### config.mk
export PLATFORM = sky130hd
export DESIGN_NAME = tx_bram_reader
export DESIGN_NICKNAME = d
export VERILOG_FILES = /design/src/rtl/tx_bram_reader.sv
export SDC_FILE = /design/constraint.sdc
export NUM_CORES = 1
export LEC_CHECK = 0
export ABC_CLOCK_PERIOD_IN_PS = 6050
export CORE_AREA = 2 2 127 79
export DETAILED_ROUTE_END_ITERATION = 7
export DIE_AREA = 0 0 129 81
export HOLD_SLACK_MARGIN = 0.12
export SYNTH_ARGS = -nofsm -noshare
export SYNTH_HDL_FRONTEND = slang
export SYNTH_SLANG_ARGS = --single-unit
### constraint.sdc
create_clock -name clk -period 6.05 [get_ports clk]
set_input_delay 1.21 -clock clk [delete_from_list [all_inputs] [get_ports clk]]
set_output_delay 1.21 -clock clk [all_outputs]
set_load 0.1 [all_outputs]
### src/rtl/tx_bram_reader.sv
// ---------------------------------------------------------------------------
// tx_bram_reader
//
// Plays a run of samples out of a dual-port block RAM onto a valid/ready
// stream. A start pulse latches a base address and a sample count. Reads
// are then issued in address order, wrapping at the top of the buffer.
// Read data (one cycle of RAM latency) lands in a 2-entry FIFO whose head
// register drives m_valid/m_data directly. A read is only issued when the
// FIFO is certain to have room for its data when that data arrives.
//
// Ports
//   clk        : single clock, rising edge
//   rst_n      : asynchronous active-low reset
//   start      : one-cycle playback request (ignored while busy or done)
//   base_addr  : first buffer address, sampled with start
//   length     : sample count, sampled with start, clamped to 2**ADDR_W
//   busy       : high from the cycle after an accepted start through done
//   done       : one-cycle completion pulse
//   ram_enb    : buffer read enable
//   ram_addrb  : buffer read address
//   ram_dob    : buffer read data, valid the cycle after ram_enb
//   m_valid    : outgoing sample valid
//   m_data     : outgoing sample (registered)
//   m_ready    : downstream accept
// ---------------------------------------------------------------------------
module tx_bram_reader #(
   parameter int DATA_W = 18,
   parameter int ADDR_W = 9
) (
   input  logic              clk,
   input  logic              rst_n,
   input  logic              start,
   input  logic [ADDR_W-1:0] base_addr,
   input  logic [ADDR_W:0]   length,
   output logic              busy,
   output logic              done,
   output logic              ram_enb,
   output logic [ADDR_W-1:0] ram_addrb,
   input  logic [DATA_W-1:0] ram_dob,
   output logic              m_valid,
   output logic [DATA_W-1:0] m_data,
   input  logic              m_ready
);

   localparam int CNT_W = ADDR_W + 1;
   localparam logic [CNT_W-1:0] MAX_LEN = {1'b1, {ADDR_W{1'b0}}};

   typedef enum logic [1:0] {
      IDLE,
      RUN,
      DRAIN
   } state_t;

   state_t            state_q, state_d;
   logic [CNT_W-1:0]  rd_left_q;    // reads still to issue this run
   logic [CNT_W-1:0]  tx_left_q;    // transfers still to complete this run
   logic              dv_q;         // ram_dob carries a sample issued last cycle
   logic              tail_valid_q;
   logic [DATA_W-1:0] tail_data_q;

   logic              start_ok;
   logic              accept_run;
   logic [CNT_W-1:0]  len_clamped;
   logic              pop;
   logic [1:0]        fill;
   logic              credit_ok;
   logic              last_tx;

   // NOTE: every signal driven here gets a default first so no path leaves
   // it unassigned, which would otherwise infer a latch.
   always_comb begin
      start_ok    = start & ~busy & ~done;
      len_clamped = (length > MAX_LEN) ? MAX_LEN : length;
      accept_run  = (state_q == IDLE) && start_ok && (len_clamped != '0);
      pop         = m_valid & m_ready;
      // Samples already owed to the FIFO: stored entries plus the read whose
      // data is on ram_dob now. A new read lands two edges later, so it is
      // safe when this total, less a pop this cycle, leaves a free slot.
      fill        = 2'(m_valid) + 2'(tail_valid_q) + 2'(dv_q);
      credit_ok   = pop ? (fill < 2'd3) : (fill < 2'd2);
      last_tx     = pop && (tx_left_q == CNT_W'(1));
   end

   // State register
   always_ff @(posedge clk or negedge rst_n) begin
      if (!rst_n) state_q <= IDLE;
      else        state_q <= state_d;
   end

   // Next state and read enable
   always_comb begin
      state_d = state_q;
      ram_enb = 1'b0;
      unique case (state_q)
         IDLE: begin
            if (accept_run) state_d = RUN;
         end
         RUN: begin
            if (credit_ok) begin
               ram_enb = 1'b1;
               if (rd_left_q == CNT_W'(1)) state_d = DRAIN;
            end
         end
         DRAIN: begin
            if (last_tx) state_d = IDLE;
         end
         default: state_d = IDLE;
      endcase
   end

   // Run bookkeeping, address generation, status flags
   // NOTE: sequential state uses non-blocking assignments so every register
   // samples the pre-edge values of the others, independent of code order.
   always_ff @(posedge clk or negedge rst_n) begin
      if (!rst_n) begin
         ram_addrb <= '0;
         rd_left_q <= '0;
         tx_left_q <= '0;
         dv_q      <= 1'b0;
         busy      <= 1'b0;
         done      <= 1'b0;
      end else begin
         dv_q <= ram_enb;
         if (accept_run) begin
            ram_addrb <= base_addr;
            rd_left_q <= len_clamped;
         end else if (ram_enb) begin
            ram_addrb <= ram_addrb + ADDR_W'(1);   // wraps at the buffer top
            rd_left_q <= rd_left_q - CNT_W'(1);
         end

         if (accept_run)  tx_left_q <= len_clamped;
         else if (pop)    tx_left_q <= tx_left_q - CNT_W'(1);

         done <= ((state_q == IDLE) && start_ok && (len_clamped == '0)) ||
                 ((state_q == DRAIN) && last_tx);

         // busy covers the done cycle, then drops
         if (accept_run) busy <= 1'b1;
         else if (done)  busy <= 1'b0;
      end
   end

   // Two-entry FIFO: m_data/m_valid is the head, tail_* the second slot.
   // Credit control guarantees a push never meets a full FIFO without a pop.
   always_ff @(posedge clk or negedge rst_n) begin
      if (!rst_n) begin
         m_valid      <= 1'b0;
         m_data       <= '0;
         tail_valid_q <= 1'b0;
         tail_data_q  <= '0;
      end else if (m_valid && !pop) begin
         if (!tail_valid_q && dv_q) begin
            tail_valid_q <= 1'b1;
            tail_data_q  <= ram_dob;
         end
      end else if (tail_valid_q) begin
         m_valid      <= 1'b1;
         m_data       <= tail_data_q;
         tail_valid_q <= dv_q;
         tail_data_q  <= ram_dob;
      end else begin
         m_valid <= dv_q;
         if (dv_q) m_data <= ram_dob;
      end
   end

endmodule
==> results summary <==
After the last flow step, the layout net total stands at 451. The post-route clock period utilization came out at 0.6843. The number of search-and-repair iterations in the first detailed-routing pass came out at 4. In this design, the largest share of critical-path delay is due to buffers and inverters. The worst setup path is captured at an output pin. Across every metal layer, demand over resource in global routing totals 0.1787.

The count of final hold-check violations came out at 0. In this run the core area contains 28 standard-cell rows. The number of vias per cell came out at 5.138. The number of nets produced by synthesis came out at between 300 and 400. The CTS clock-pin slew for the worst setup and hold paths came out at 60 ps. The die footprint came out at 0.01045 mm². The count of clock tree sinks came out at 72. The maximum clock skew at final layout is between 8 and 9 ps.

After clock tree synthesis, the flow added hold-fix buffers numbering 0. TritonCTS created 9 clock buffers. The non-filler instance count after layout is around 540. The region available for standard cell placement spans 0.009494 mm². The number of instances in the synthesized netlist came out at 332. The max-capacitance violation count is 0. Summed over all layers, the routed wires come to about 8.7 mm. The slowest stage of the critical path is the sky130_fd_sc_hd__clkdlybuf4s50_1 cell. The data arrival time of the critical path is 2930 ps. The post-placement cell count is 528. In this run the post-CTS setup repair buffer count came out at 0. The count of pins on the block boundary came out at 72. At the end of routability-driven placement, the weighted congestion stood at slightly above 0.8. The maximum cell stage delay along the critical path came out at slightly above 600 ps. Leaving out fill and tap cells, the most frequent cells in the layout are 72 x sky130_fd_sc_hd__dfrtp_1, 69 x sky130_fd_sc_hd__clkdlybuf4s50_1, 28 x sky130_fd_sc_hd__a21oi_1.

The clock root buffer master is sky130_fd_sc_hd__clkbuf_16. The total of warnings raised by yosys came out at 0. In this run the horizontal extent of the chip is 129 µm. The maximum number of pins on one net before global-route repair is 73. The antenna violation net count after detailed routing came out at 0. In this run the vertical extent of the chip is 81 µm. Dividing total power by cell area gives a power density of 555.5 mW/mm².

The shortest period the worst path allows came out at 4140 ps. The worst-case IR drop observed on VDD is 0.0004782 V. Setup repair after global routing left no endpoint under its margin. The signal on the critical path passes through clkdlybuf4s50_1, nand3b_2, a21o_1, inv_1, buf_4.

The via count of the first global-routing pass is approximately 2800. In this run the tightest slew margin relative to its limit is 0.2849. After global routing the overflow that remains totals 0. The routed via count is 2795. During placement, the flow inserted port buffers numbering 71.

Setup violations remaining at the end of the flow were counted as 0. The starting utilization of the core area came out at 0.3826. The number of enable-type register cells in the synthesized netlist came out at 0. For this run, the leading register cell type out of synthesis is sky130_fd_sc_hd__dfrtp_1. The flow ran to the end, and the final reports show no timing, DRC or antenna violations. After synthesis the netlist holds a flip-flop and latch count of 72. In this run the worst hold path is classified as reg2reg. The H-tree generated during clock tree synthesis spans 3 levels. TritonCTS built the clock tree. The library cell used most frequently in the layout, excluding fill and tap cells, is sky130_fd_sc_hd__dfrtp_1. The standby leakage power came out at 1.920 nW. The share of the yosys chip area belonging to registers is 0.4960.

The average cell area after synthesis is 10.94 µm². The number of DRC markers in iteration 0 came out at 168. Dividing the detail-routed wire length by the instance count gives around 16 µm. The category of the critical setup timing path is in2out. The total negative slack came out at 0 ps. Synthesis instantiated 56 different standard cells from the library. The number of resized instances in the post-cts repair step is 0. Together, buffers and inverters on the worst path number 3. Counting flops with an async set or reset pin after synthesis yields a share of 1.000.

The DRC violation count after routing came out at 0. The longest clock path from root to sink contains 2 buffers. The actual transition at the worst max-transition pin came out at 1058 ps.

The number of pins exceeding their max-slew limit in the final report is 0. Compared with the post-synthesis result, the final layout area differs by 31.42%. The worst setup path is launched from an input pin. For the worst setup path, the data required time is between 4000 and 5000 ps.

The initial antenna violation count is 0. The HPWL after detailed placement is around 6.2 mm. The post-synth design cell area came out at approximately 0.0036 mm². The first global-routing pass estimated 14.26 mm of wire. The share of cells above drive strength 1 is 0.09046.

Timing would allow up to 0.2415 GHz. The largest driver fanout on the critical path is 13. The total inserted antenna cells is 0. The clock latency on the worst-skew pair is 330 ps.
[logic make-up after synthesis]
group           synth area share
fa+ha+maj                0.02274
buf+inv                  0.03272
simple gates              0.1585
xor+xnor                 0.03617
mux                       0.1281
flops                     0.4960
compound gates            0.1257
[report_power, final]
group,internal (W),total (W),switching (W),leakage [nW]
clock,0.000363,0.000567,0.000204,0.157
sequential,0.000656,0.000814,0.000158,0.854
combinational,0.000350,0.00127,0.000920,0.909
[per-layer routing]
metal  routed length, µm  up-vias  GRT usage
met4                  34        0    0.03370
li1                    -     1363          -
met1                4545     1354     0.2728
met3                 565        4    0.06126
met2                3548       74     0.2439
met5                   0        -          0
[worst reg2reg max path: stages, from the launching register on]
cell and delay [ps]:
sky130_fd_sc_hd__dfrtp_1 490, sky130_fd_sc_hd__fa_1 530, sky130_fd_sc_hd__nand3b_2 310, sky130_fd_sc_hd__a21o_1 350, sky130_fd_sc_hd__inv_1 210, sky130_fd_sc_hd__a21oi_1 130, sky130_fd_sc_hd__a221o_1 350
[area by class of cell]
class	instances	area [µm²]
repair buffers	74	725.7
flip-flops and latches	72	1802
multi-input cells	235	1712
well taps	135	168.9
clock buffers	10	229.0
inverters	12	45.04
clock inverters	6	91.34
fillers	857	4721
[metrics by stage]
step | power (W) | utilization | hold WS, ps | instance area [µm²] | worst slack, ps
after floorplan | 0.001762 | - | 457.8 | 3632 | 2099
after global placement | 0.002073 | 0.4690 | 457.1 | 4453 | 1963
after detailed placement | 0.002088 | 0.4690 | 478.9 | 4453 | 1937
after CTS | 0.002669 | 0.5028 | 491.3 | 4773 | 1921
after global routing | 0.002782 | 0.5028 | 511.0 | 4773 | 1769
final | 0.002652 | 0.5028 | 486.7 | 4773 | 1910
[flip-flops by register name, indices dropped and copies added, names as in the netlist]
signal and cells:
m_data 18, tail_data_q 18, ram_addrb 9, tx_left_q 10
rd_left_q 10, m_valid 1, tail_valid_q 1, state_q 2
busy 1, done 1, dv_q 1
[synth_stat cells (all sizes together), types with 3 or more instances]
cell / n / area (µm²)
a2111oi: 4 / 40.04
a21o: 4 / 30.03
a21oi: 28 / 140.1
a31oi: 6 / 37.54
buf: 10 / 62.56
clkbuf: 3 / 11.26
dfrtp: 72 / 1802
ha: 5 / 62.56
inv: 12 / 45.04
mux2: 18 / 202.7
mux2i: 25 / 262.8
nand2: 8 / 30.03
nand2b: 9 / 63.81
nand3: 14 / 70.07
nand4: 3 / 18.77
nor2: 27 / 111.4
nor2b: 6 / 37.54
nor3: 8 / 40.04
nor4: 5 / 46.29
o21ai: 9 / 45.04
o31ai: 4 / 30.03
or3: 5 / 31.28
or4: 5 / 37.54
xnor2: 8 / 70.07
xor2: 7 / 61.31
[worst paths after layout]
path | startpoint | endpoint | depth (start not counted) | slack [ps]
max | m_ready | ram_enb | 5 | 1910
min | tail_data_q[10]$_DFFE_PN0P_ | tail_data_q[10]$_DFFE_PN0P_ | 1 | 490
min reg2reg | tail_data_q[10]$_DFFE_PN0P_ | tail_data_q[10]$_DFFE_PN0P_ | 1 | 490
max in group asynchronous | rst_n | m_data[8]$_DFFE_PN0P_ | 2 | 4380
max reg2reg | m_valid$_DFFE_PN0N_ | ram_addrb[8]$_DFFE_PN0P_ | 6 | 3570
min in group asynchronous | rst_n | ram_addrb[2]$_DFFE_PN0P_ | 2 | 1100
No activity file was read; power rests on OpenSTA's default activity.
